$ cat config.mk
export PLATFORM = sky130hd
export DESIGN_NAME = tcp_conn_responder
export DESIGN_NICKNAME = d
export VERILOG_FILES = /design/src/rtl/tcp_resp_pkg.sv /design/src/rtl/tcp_resp_free_enc.sv /design/src/rtl/tcp_conn_responder.sv
export SDC_FILE = /design/constraint.sdc
export NUM_CORES = 1
export LEC_CHECK = 0
export CAP_MARGIN = 20
export CORE_ASPECT_RATIO = 2
export CORE_MARGIN = 5
export CORE_UTILIZATION = 48
export DETAILED_ROUTE_END_ITERATION = 8
export PLACE_DENSITY = 0.75
export SLEW_MARGIN = 20
export SYNTH_ARGS = -nofsm -noshare
export SYNTH_HDL_FRONTEND = slang
export SYNTH_HIERARCHICAL = 1
export SYNTH_SLANG_ARGS = --single-unit
export TNS_END_PERCENT = 30
$ cat constraint.sdc
create_clock -name clk -period 3.8 [get_ports clk]
set_input_delay 0.95 -clock clk [delete_from_list [all_inputs] [get_ports clk]]
set_output_delay 0.95 -clock clk [all_outputs]
set_load 0.005 [all_outputs]
$ cat src/rtl/tcp_resp_pkg.sv
// Shared types and widths for the TCP control-channel responder.
// Stats counters are built only when TCP_RESP_STATS_EN is defined.
package tcp_resp_pkg;

  localparam int LISTEN_W     = 16;
  localparam int OPEN_W       = 48;
  localparam int CLOSE_W      = 16;
  localparam int LISTEN_STS_W = 8;
  localparam int OPEN_STS_W   = 24;
  localparam int SID_W        = 16;
  localparam int CNT_W        = 16;
  localparam int STAT_W       = 32;

  typedef enum logic [2:0] {
    IDLE,
    LISTEN_RSP,
    OPEN_WAIT,
    OPEN_RSP,
    CLOSE
  } state_t;

  typedef struct packed {
    logic        valid;
    logic [31:0] ip;
    logic [15:0] port;
  } session_entry_t;

  typedef struct packed {
    logic        valid;
    logic [15:0] port;
  } listen_entry_t;

  function automatic int idx_w(input int n);
    return (n > 1) ? $clog2(n) : 1;
  endfunction

endpackage

$ cat src/rtl/tcp_resp_free_enc.sv
// Lowest-free-index priority encoder over a table's in-use bits.
// found is low when every entry is occupied.
module tcp_resp_free_enc
  import tcp_resp_pkg::*;
#(
  parameter int N  = 8,
  parameter int IW = idx_w(N)
) (
  input  logic [N-1:0]  used,
  output logic          found,
  output logic [IW-1:0] idx
);

  always_comb begin
    found = 1'b0;
    idx   = '0;
    for (int i = N - 1; i >= 0; i--) begin
      if (!used[i]) begin
        found = 1'b1;
        idx   = IW'(i);
      end
    end
  end

endmodule

$ cat src/rtl/tcp_conn_responder.sv
// Host TCP control-channel responder: listen table, session table, emulated handshake.
// Define TCP_RESP_STATS_EN to build the opens_ok/opens_fail/closes counters on stat_reg.
module tcp_conn_responder
  import tcp_resp_pkg::*;
#(
  parameter int MAX_LISTEN   = 8,
  parameter int MAX_SESSIONS = 16,
  parameter int OPEN_LATENCY = 1000
) (
  input  logic                    clk,
  input  logic                    rst,
  input  logic                    s_axis_listen_port_tvalid,
  output logic                    s_axis_listen_port_tready,
  input  logic [LISTEN_W-1:0]     s_axis_listen_port_tdata,
  output logic                    m_axis_listen_port_status_tvalid,
  input  logic                    m_axis_listen_port_status_tready,
  output logic [LISTEN_STS_W-1:0] m_axis_listen_port_status_tdata,
  input  logic                    s_axis_open_connection_tvalid,
  output logic                    s_axis_open_connection_tready,
  input  logic [OPEN_W-1:0]       s_axis_open_connection_tdata,
  output logic                    m_axis_open_status_tvalid,
  input  logic                    m_axis_open_status_tready,
  output logic [OPEN_STS_W-1:0]   m_axis_open_status_tdata,
  input  logic                    s_axis_close_connection_tvalid,
  output logic                    s_axis_close_connection_tready,
  input  logic [CLOSE_W-1:0]      s_axis_close_connection_tdata,
  output logic [CNT_W-1:0]        active_sessions,
  output logic [CNT_W-1:0]        listen_count,
  output logic                    close_err,
  output logic [3*STAT_W-1:0]     stat_reg
);

  localparam int LIW = idx_w(MAX_LISTEN);
  localparam int SIW = idx_w(MAX_SESSIONS);

  state_t state_q, state_d;

  listen_entry_t  ltab [MAX_LISTEN];
  session_entry_t stab [MAX_SESSIONS];

  logic [MAX_LISTEN-1:0]   l_used;
  logic [MAX_SESSIONS-1:0] s_used;
  logic                    l_hit;
  logic                    l_found;
  logic [LIW-1:0]          l_idx;
  logic                    s_found;
  logic [SIW-1:0]          s_idx;

  logic sel_c, sel_l, sel_o;
  logic l_ok, l_ins, o_ok, c_in, c_ok;

  logic [LISTEN_W-1:0] lp;
  logic [31:0]         o_ip;
  logic [15:0]         o_port;

  logic [LISTEN_STS_W-1:0] lsts_q;
  logic [OPEN_STS_W-1:0]   osts_q;
  logic [CLOSE_W-1:0]      cid_q;
  logic [31:0]             wait_q;
  logic [CNT_W-1:0]        act_q;
  logic [CNT_W-1:0]        lcnt_q;
  logic                    err_q;

  assign lp     = s_axis_listen_port_tdata;
  assign o_ip   = s_axis_open_connection_tdata[31:0];
  assign o_port = s_axis_open_connection_tdata[47:32];

  always_comb begin
    l_used = '0;
    l_hit  = 1'b0;
    for (int i = 0; i < MAX_LISTEN; i++) begin
      l_used[i] = ltab[i].valid;
      if (ltab[i].valid && ltab[i].port == lp) l_hit = 1'b1;
    end
  end

  always_comb begin
    s_used = '0;
    for (int i = 0; i < MAX_SESSIONS; i++) begin
      s_used[i] = stab[i].valid;
    end
  end

  tcp_resp_free_enc #(.N(MAX_LISTEN), .IW(LIW)) u_listen_enc (
    .used  (l_used),
    .found (l_found),
    .idx   (l_idx)
  );

  tcp_resp_free_enc #(.N(MAX_SESSIONS), .IW(SIW)) u_sess_enc (
    .used  (s_used),
    .found (s_found),
    .idx   (s_idx)
  );

  // Re-listening an existing port succeeds without consuming an entry.
  assign l_ok  = (lp != '0) && (l_hit || l_found);
  assign l_ins = (lp != '0) && !l_hit && l_found;
  assign o_ok  = (o_ip != '0) && (o_port != '0) && s_found;
  assign c_in  = cid_q < CLOSE_W'(MAX_SESSIONS);
  assign c_ok  = c_in && s_used[cid_q[SIW-1:0]];

  always_ff @(posedge clk) begin
    if (rst) state_q <= IDLE;
    else     state_q <= state_d;
  end

  always_comb begin
    state_d = state_q;
    unique case (state_q)
      IDLE: begin
        unique case (1'b1)
          sel_c:   state_d = CLOSE;
          sel_l:   state_d = LISTEN_RSP;
          sel_o:   state_d = o_ok ? OPEN_WAIT : OPEN_RSP;
          default: state_d = IDLE;
        endcase
      end
      LISTEN_RSP: begin
        if (m_axis_listen_port_status_tready) state_d = IDLE;
      end
      OPEN_WAIT: begin
        if (wait_q == 32'(OPEN_LATENCY - 1)) state_d = OPEN_RSP;
      end
      OPEN_RSP: begin
        if (m_axis_open_status_tready) state_d = IDLE;
      end
      CLOSE:   state_d = IDLE;
      default: state_d = IDLE;
    endcase
  end

  // Close beats listen beats open; only the winner sees ready.
  always_comb begin
    sel_c = 1'b0;
    sel_l = 1'b0;
    sel_o = 1'b0;
    if (state_q == IDLE) begin
      sel_c = s_axis_close_connection_tvalid;
      sel_l = !s_axis_close_connection_tvalid && s_axis_listen_port_tvalid;
      sel_o = !s_axis_close_connection_tvalid && !s_axis_listen_port_tvalid &&
              s_axis_open_connection_tvalid;
    end
  end

  assign s_axis_close_connection_tready   = sel_c;
  assign s_axis_listen_port_tready        = sel_l;
  assign s_axis_open_connection_tready    = sel_o;
  assign m_axis_listen_port_status_tvalid = (state_q == LISTEN_RSP);
  assign m_axis_listen_port_status_tdata  = lsts_q;
  assign m_axis_open_status_tvalid        = (state_q == OPEN_RSP);
  assign m_axis_open_status_tdata         = osts_q;
  assign active_sessions                  = act_q;
  assign listen_count                     = lcnt_q;
  assign close_err                        = err_q;

  always_ff @(posedge clk) begin
    if (rst) begin
      for (int i = 0; i < MAX_LISTEN; i++) ltab[i] <= '0;
      for (int i = 0; i < MAX_SESSIONS; i++) stab[i] <= '0;
      lsts_q <= '0;
      osts_q <= '0;
      cid_q  <= '0;
      wait_q <= '0;
      act_q  <= '0;
      lcnt_q <= '0;
      err_q  <= 1'b0;
    end else begin
      if (sel_l) begin
        lsts_q <= {7'd0, l_ok};
        if (l_ins) begin
          ltab[l_idx] <= '{valid: 1'b1, port: lp};
          lcnt_q      <= lcnt_q + 1'b1;
        end
      end
      if (sel_o) begin
        wait_q <= '0;
        if (o_ok) begin
          stab[s_idx] <= '{valid: 1'b1, ip: o_ip, port: o_port};
          act_q       <= act_q + 1'b1;
          osts_q      <= {7'd0, 1'b1, SID_W'(s_idx)};
        end else begin
          osts_q <= '0;
        end
      end
      if (state_q == OPEN_WAIT) wait_q <= wait_q + 1'b1;
      if (sel_c) cid_q <= s_axis_close_connection_tdata;
      if (state_q == CLOSE) begin
        if (c_ok) begin
          stab[cid_q[SIW-1:0]] <= '0;
          act_q                <= act_q - 1'b1;
        end else begin
          err_q <= 1'b1;
        end
      end
    end
  end

`ifdef TCP_RESP_STATS_EN
  logic [STAT_W-1:0] ok_q, fail_q, cls_q;

  always_ff @(posedge clk) begin
    if (rst) begin
      ok_q   <= '0;
      fail_q <= '0;
      cls_q  <= '0;
    end else begin
      if (state_q == OPEN_RSP && m_axis_open_status_tready) begin
        if (osts_q[16]) ok_q <= ok_q + 1'b1;
        else            fail_q <= fail_q + 1'b1;
      end
      if (state_q == CLOSE && c_ok) cls_q <= cls_q + 1'b1;
    end
  end

  assign stat_reg = {cls_q, fail_q, ok_q};
`else
  assign stat_reg = '0;
`endif

endmodule
==> results of run 1 <==
[per-layer routing]
layer | routed length [µm] | vias up | global-route usage [%] | share of wire (%)
met5 | 0 | - | 0 | 0
met4 | 1149 | 0 | 8.497 | 3.3
met3 | 2513 | 80 | 3.344 | 7.3
met2 | 17330 | 461 | 36.28 | 50
met1 | 13420 | 4969 | 26.93 | 39
li1 | - | 4841 | - | -
[area by class of cell]
class                           instances  share of cell area (%)
Inverter                               38                  0.9140
Clock buffer                           35                   4.562
Timing Repair Buffer                  198                   13.38
Multi-Input combinational cell       1011                   37.69
Sequential cell                       242                   40.28
Clock inverter                          6                  0.3528
Tap cell                              352                   2.822
[worst min-delay path: stages (launching register included)]
cell and delay, ns:
dfxtp_1 0.31, nand2_1 0.05, a21oi_1 0.05
[cells by family (layout without fill, tap and decap cells)]
| group | Yosys count | in the layout | synth area share (%) |
|---|---|---|---|
| other cells | 1 | 122 | 0.02842 |
| buf+inv | 234 | 277 | 11.28 |
| mux | 18 | 18 | 1.839 |
| xor+xnor | 149 | 149 | 9.889 |
| simple gates | 569 | 569 | 21.97 |
| flops | 242 | 242 | 47.63 |
| fa+ha+maj | 4 | 4 | 0.3793 |
| compound gates | 149 | 149 | 6.978 |
[metrics by stage]
step | cells | setup WS, ns | setup TNS (ns) | utilization, % | instance area (µm²)
after floorplan | 1487 | 0.1084 | 0 | - | 13650
after global placement | 1841 | -0.1691 | -20.65 | 54.28 | 14840
after detailed placement | 1841 | -0.2287 | -36.17 | 54.28 | 14840
after CTS | 1882 | 0.2095 | 0 | 57.09 | 15600
after global routing | 1882 | 0.05196 | 0 | 57.10 | 15610
final | 1882 | 0.2332 | 0 | 57.10 | 15610
[final timing paths]
| path | from | end | slack [ns] |
|---|---|---|---|
| worst min register to register | cid_q[5] | cid_q[5] | 0.46 |
| worst max-delay path | s_axis_close_connection_tvalid | s_axis_listen_port_tready | 0.23 |
| worst min-delay path | cid_q[5] | cid_q[5] | 0.46 |
| worst max register to register | state_q[2] | ltab[6][13] | 0.84 |
[layout by cell type (no fill, tap or decap), types with 46 or more instances in the layout]
| cell | n |
|---|---|
| nand2_1 | 120 |
| nor2_1 | 144 |
| dfxtp_1 | 98 |
| nor4_1 | 79 |
| nand3_1 | 54 |
| buf_4 | 46 |
| xor2_1 | 107 |
| clkdlybuf4s50_1 | 129 |
| edfxtp_1 | 144 |
| conb_1 | 122 |
| a21oi_1 | 60 |
[sequential cells by signal (all words and copies together) (netlist names)]
| name | count |
|---|---|
| m_axis_open_status_tdata | 5 |
| m_axis_listen_port_status_tdata | 1 |
| cid_q | 16 |
| wait_q | 32 |
| close_err | 1 |
| active_sessions | 16 |
| ltab | 136 |
| listen_count | 16 |
| state_q | 3 |
| stab | 16 |
[power breakdown]
group          switching [W]  internal [W]  total (W)
sequential         0.0000756       0.00286    0.00294
clock               0.000983       0.00136    0.00234
combinational       0.000381      0.000316   0.000697
==> summary.txt, run 1 <==
Worst Hold Depth -> 2
vias per inst -> 5.500
global placer's final weighted congestion -> 0.9591
WP depth -> 5
CP required -> 2.85 ns
highest-delay cell along the critical path -> clkdlybuf4s50_1
kind of cell adding the most delay to the critical path -> buffers and inverters
Buf/Inv on CP -> 3
Starting Density -> 48.28%
CP Launch Type -> input pin
Max Clock Freq -> 280.4 MHz
Hold Slack -> 0.4567 ns
vias in the first global route -> 9,991
share of cells above drive strength 1 -> 8.954%
final WL -> 34,410 µm
Post-CTS Setup Inserts -> 0
Area contributors post-synth -> edfxtp_1, dfxtp_1, buf_4, xor2_1, nor2_1
Worst-path clk slew -> 0.06 ns
Die ar. -> 0.03111 mm²
outcome -> complete, no violations
Fin. Hold Viols -> 0
EDFF count, synth -> 144
total track usage -> 21.31%
pwr dens -> 383.0 mW/mm²
Area Overhead vs Synth -> 18.26%
Max Cap Viol -> 0
#FFs+latches synth -> 242
RSZ-0062 raised after global routing -> false
Avg Cell Area, Syn -> 9.661 µm²
final-layout fill cell count -> 2,389
initial antenna violation count -> 0
worst endpoint data arrival time -> 2.62 ns
Port Buf Inserts -> 130
storage element area -> 0.006286 mm²
Setup Skew -> 0.008031 ns
Slowest Stage Delay on Critical Path -> 0.51 ns
crit path time final -> 3.567 ns
Worst-Skew Late Latency -> 0.52 ns
Tot Pwr -> 0.005977 W
Post-Syn Area -> 0.01320 mm²
final slew viol count -> 0
largest fanout on the critical path -> 3
CP Capture Type -> output pin
Leak -> 5.836 nW
ANT cells -> 0
cell chain of the critical path -> clkdlybuf4s50_1, nor4_1, nand2_1, inv_1, clkdlybuf4s50_1
num rows -> 86
Ys Warns -> 6
instance count of the mapped netlist -> 1,366
clock sink count -> 242
Max-slew headroom -> 45.75%
# hold bufs at CTS -> 0
part of the cycle the worst path needs -> 93.86%
Slew @ Worst Pin -> 0.8137 ns
area occupied by multi-input gates -> 0.005882 mm²
drt wl/cell -> 18.29 µm
CTS resizes -> 0
reg2reg path depth -> 9
H-tree depth -> 1
DR iter-0 viols -> 867
VDD IR max -> 0.2993 mV
post-synth top area cell -> edfxtp_1
Root Buffer -> clkbuf_16
most frequent cells after synthesis -> edfxtp_1, nor2_1, buf_4, nand2_1, xor2_1
post-synth top area share -> 32.77%
Yosys cell types -> 60
async set-or-reset flop fraction in the synthesized netlist -> 0%
final net count -> 1,605
drt drc -> 0
drt first pass iters -> 5
CTS tree -> built
post-synthesis sequential area ratio -> 47.63%
Final Setup Violations -> 0
die height -> 244.5 µm
largest net degree at the start of global routing -> 111
Hold Crit Class -> flip-flop to flip-flop
most used cell, CP -> clkdlybuf4s50_1
grt ovf -> 0
via count -> 10,350
top_reg_cell synth -> edfxtp_1
TritonCTS Buffers -> 23
critical path type -> input pin to output pin
Clock Tree Buf Depth -> 3
I/O pin total -> 253
first-pass GRT wire length -> 53,190 µm
die width -> 127.2 µm
DP HPWL -> 24,840 µm
ANT nets after route -> 0
core area -> 0.02733 mm²
Power figures use the tool's default switching activity.
==> run 2: changes to the inputs <==
--- a/config.mk
+++ b/config.mk
@@ -10,10 +10,9 @@
 export CORE_MARGIN = 5
 export CORE_UTILIZATION = 48
 export DETAILED_ROUTE_END_ITERATION = 8
-export PLACE_DENSITY = 0.75
+export PLACE_DENSITY = 0.74
 export SLEW_MARGIN = 20
 export SYNTH_ARGS = -nofsm -noshare
 export SYNTH_HDL_FRONTEND = slang
-export SYNTH_HIERARCHICAL = 1
 export SYNTH_SLANG_ARGS = --single-unit
 export TNS_END_PERCENT = 30
==> summary.txt, run 2 <==
global placer's final weighted congestion -> 0.9128 (-4.8%)
final net count -> 1,677 (+4.5%)
Reg2Reg Setup Slack -> 0.74 ns (-0.10 ns)
CP Capture Type -> flip-flop
total track usage -> 20.95% (-0.35 points)
die height -> 248.0 µm (+1.4%)
post-synth top area share -> 31.81% (-0.95 points)
share of cells above drive strength 1 -> 12.80% (+3.8 points)
H-tree depth -> 1 (unchanged)
drt first pass iters -> 5 (unchanged)
VDD IR max -> 0.3137 mV (+4.8%)
pwr dens -> 373.3 mW/mm² (-2.5%)
CTS resizes -> 0 (unchanged)
final WL -> 34,370 µm (-0.13%)
number of flip-flops in the largest register -> 136 (unchanged)
Biggest register -> ltab
Slew @ Worst Pin -> 0.6941 ns (-0.1196 ns)
post-synth top area cell -> edfxtp_1
Avg Cell Area, Syn -> 9.828 µm² (+1.7%)
Worst Hold Depth -> 2 (unchanged)
Sw Ratio -> 23.08% (-1.0 points)
Worst Min Path Start -> cid_q[7]
Comb power frac -> 11.9% (+0.2 points)
most common cell in the synthesized netlist -> edfxtp_1
Seq pwr share -> 47.9% (-1.3 points)
Place WS -> -0.3695 ns (-0.1408 ns)
Max Clock Freq -> 274.0 MHz (-2.3%)
DR iter-0 viols -> 618 (-29%)
vias per inst -> 5.406 (-1.7%)
most frequent cells after synthesis -> edfxtp_1, and2_1, buf_4, xor2_1, dfxtp_1
Setup Skew -> 0.01071 ns (+0.002677 ns)
Area contributors post-synth -> edfxtp_1, dfxtp_1, buf_4, xor2_1, and2_1
Final Setup Violations -> 0 (unchanged)
instance count of the mapped netlist -> 1,383 (+1.2%)
Max Cap Viol -> 0 (unchanged)
#FFs+latches synth -> 242 (unchanged)
Fin. Hold Viols -> 0 (unchanged)
Post-Syn Area -> 0.01359 mm² (+3.0%)
Max-slew headroom -> 53.73% (+8.0 points)
Largest regs -> ltab x136, wait_q x32
commonest cells after routing, fill and taps aside -> edfxtp_1, and2_1, clkdlybuf4s50_1
post-synthesis sequential area ratio -> 46.25% (-1.4 points)
cell chain of the critical path -> clkdlybuf4s50_1, buf_4, xor2_1, or3_1, o22ai_1, or4_1, buf_4, nor4_2, or2_2
Worst-path clk slew -> 0.06 ns (about the same)
highest-delay cell along the critical path -> or4_1
num rows -> 87 (+1.2%)
CP required -> 3.98 ns (+1.13 ns)
commonest non-fill, non-tap cell in the layout -> edfxtp_1
Post-Route Utilization -> 58.30% (+1.2 points)
first-pass GRT wire length -> 53,030 µm (-0.29%)
Yosys cell types -> 62 (+3.3%)
Clock Tree Buf Depth -> 3 (unchanged)
# hold bufs at CTS -> 0 (unchanged)
Ys Warns -> 0 (-6)
DP HPWL -> 26,170 µm (+5.3%)
Starting Density -> 48.40% (+0.11 points)
part of the cycle the worst path needs -> 96.03% (+2.2 points)
Root Buffer -> clkbuf_16
Area Overhead vs Synth -> 20.46%
TritonCTS Buffers -> 22 (-4.3%)
critical path type -> input pin to flip-flop
cell internal pwr -> 0.004702 W (+3.6%)
initial antenna violation count -> 0 (unchanged)
vias in the first global route -> 10,480 (+4.9%)
via count -> 10,580 (+2.3%)
Port Buf Inserts -> 130 (unchanged)
crit path time final -> 3.649 ns (+0.08234 ns)
I/O pin total -> 253 (unchanged)
worst endpoint data arrival time -> 3.83 ns (+1.21 ns)
Net Sw Power -> 0.001411 W (-2.0%)
largest fanout on the critical path -> 16 (+13)
Worst-Skew Late Latency -> 0.52 ns (about the same)
largest net degree at the start of global routing -> 67 (-40%)
drt drc -> 0 (unchanged)
clock power share -> 40.2% (+1.0 points)
RR Endpoint -> ltab[6][15]
CTS tree -> built
grt ovf -> 0 (unchanged)
outcome -> complete, no violations
top_reg_cell synth -> edfxtp_1
die width -> 129.0 µm (+1.4%)
Die ar. -> 0.03199 mm² (+2.8%)
Post-CTS Setup Inserts -> 0 (unchanged)
Worst Hold End -> cid_q[7]
final slew viol count -> 0 (unchanged)
Final Worst Setup Slack -> 0.1509 ns (-0.08234 ns)
EDFF count, synth -> 144 (unchanged)
ANT cells -> 0 (unchanged)
RR Startpoint -> ltab[2][6]
ANT nets after route -> 0 (unchanged)
Leak -> 6.165 nW (+5.6%)
reg2reg path depth -> 8 (-1)
Slowest Stage Delay on Critical Path -> 0.66 ns (+0.15 ns)
drt wl/cell -> 17.55 µm (-4.0%)
core area -> 0.02808 mm² (+2.8%)
most used cell, CP -> buf_4
total negative slack -> 0 ns (unchanged)
RSZ-0062 raised after global routing -> false
CP Launch Type -> input pin
clock sink count -> 242 (unchanged)
async set-or-reset flop fraction in the synthesized netlist -> 0% (unchanged)
Hold Crit Class -> flip-flop to flip-flop
[run 2: changes by cell type in the layout (fill, tap and decap cells not counted), sizes merged, moves of 14 or more]
cell,delta
nor4,-14
buf,+57
nor2,-74
inv,-16
or4,+18
and2,+101
nand2,-26
[run 2: metrics by stage]
stage	cells	instance area, µm²	total power [W]	hold WS (ns)
floorplan	1504	14050	0.003437	0.4360
global placement	1918	15570	0.003691	0.4438
detailed placement	1918	15570	0.003705	0.4509
CTS	1958	16370	0.006161	0.4602
global route	1958	16370	0.006332	0.4783
finish	1958	16370	0.006112	0.4599
[run 2: critical path: cells and delay by family]
family          cells  cell delay [ns]
buf+inv             3             1.07
compound gates      1             0.10
xor+xnor            1             0.23
simple gates        4             1.47
[run 2: power by group through the flow]
stage / logic [W] / registers, W / clock network [W]
floorplan: 0.000476 / 0.00296 / 0
global placement: 0.000708 / 0.00298 / 0
detailed placement: 0.000718 / 0.00299 / 0
CTS: 0.000723 / 0.00293 / 0.00251
global route: 0.000789 / 0.00294 / 0.00260
finish: 0.000725 / 0.00293 / 0.00246
[run 2: worst max path at each step]
stage | from | endpoint | slack, ns | cells past startpoint
after global routing | s_axis_listen_port_tdata[5] | ltab[6][15] | 0.03 | 9
after floorplan | s_axis_listen_port_tdata[6] | ltab[2][0] | 0.33 | 10
after global placement | s_axis_listen_port_tdata[5] | ltab[6][11] | -0.33 | 11
after detailed placement | s_axis_listen_port_tdata[5] | ltab[6][14] | -0.37 | 11
after CTS | s_axis_listen_port_tdata[5] | ltab[6][13] | 0.15 | 11
final | s_axis_listen_port_tdata[5] | ltab[6][15] | 0.15 | 9
[run 2: routing by layer]
metal	vias up	track usage (%)	routed length, µm
li1	5090	-	-
met1	5044	20.67	11600
met2	337	41.34	19300
met3	113	2.606	1626
met4	0	10.76	1840
met5	-	0	0
[run 2: cell families (layout without fill, tap and decap cells)]
logic type      count (synthesis)  in the layout  share of synthesized area, %
xor+xnor                      142            142                         9.150
fa+ha+maj                       4              4                        0.3682
compound gates                162            162                         7.512
simple gates                  597            597                         24.72
flops                         242            242                         46.25
other cells                     1            122                       0.02759
buf+inv                       218            316                         10.23
mux                            17             17                         1.749
[run 2: layout make-up]
type | instances | area, µm²
Fill cell | 2423 | 11710
Tap cell | 356 | 445.4
Clock buffer | 29 | 619.3
Sequential cell | 242 | 6286
Timing Repair Buffer | 255 | 2387
Inverter | 21 | 78.83
Multi-Input combinational cell | 1044 | 6370
Clock inverter | 11 | 186.4
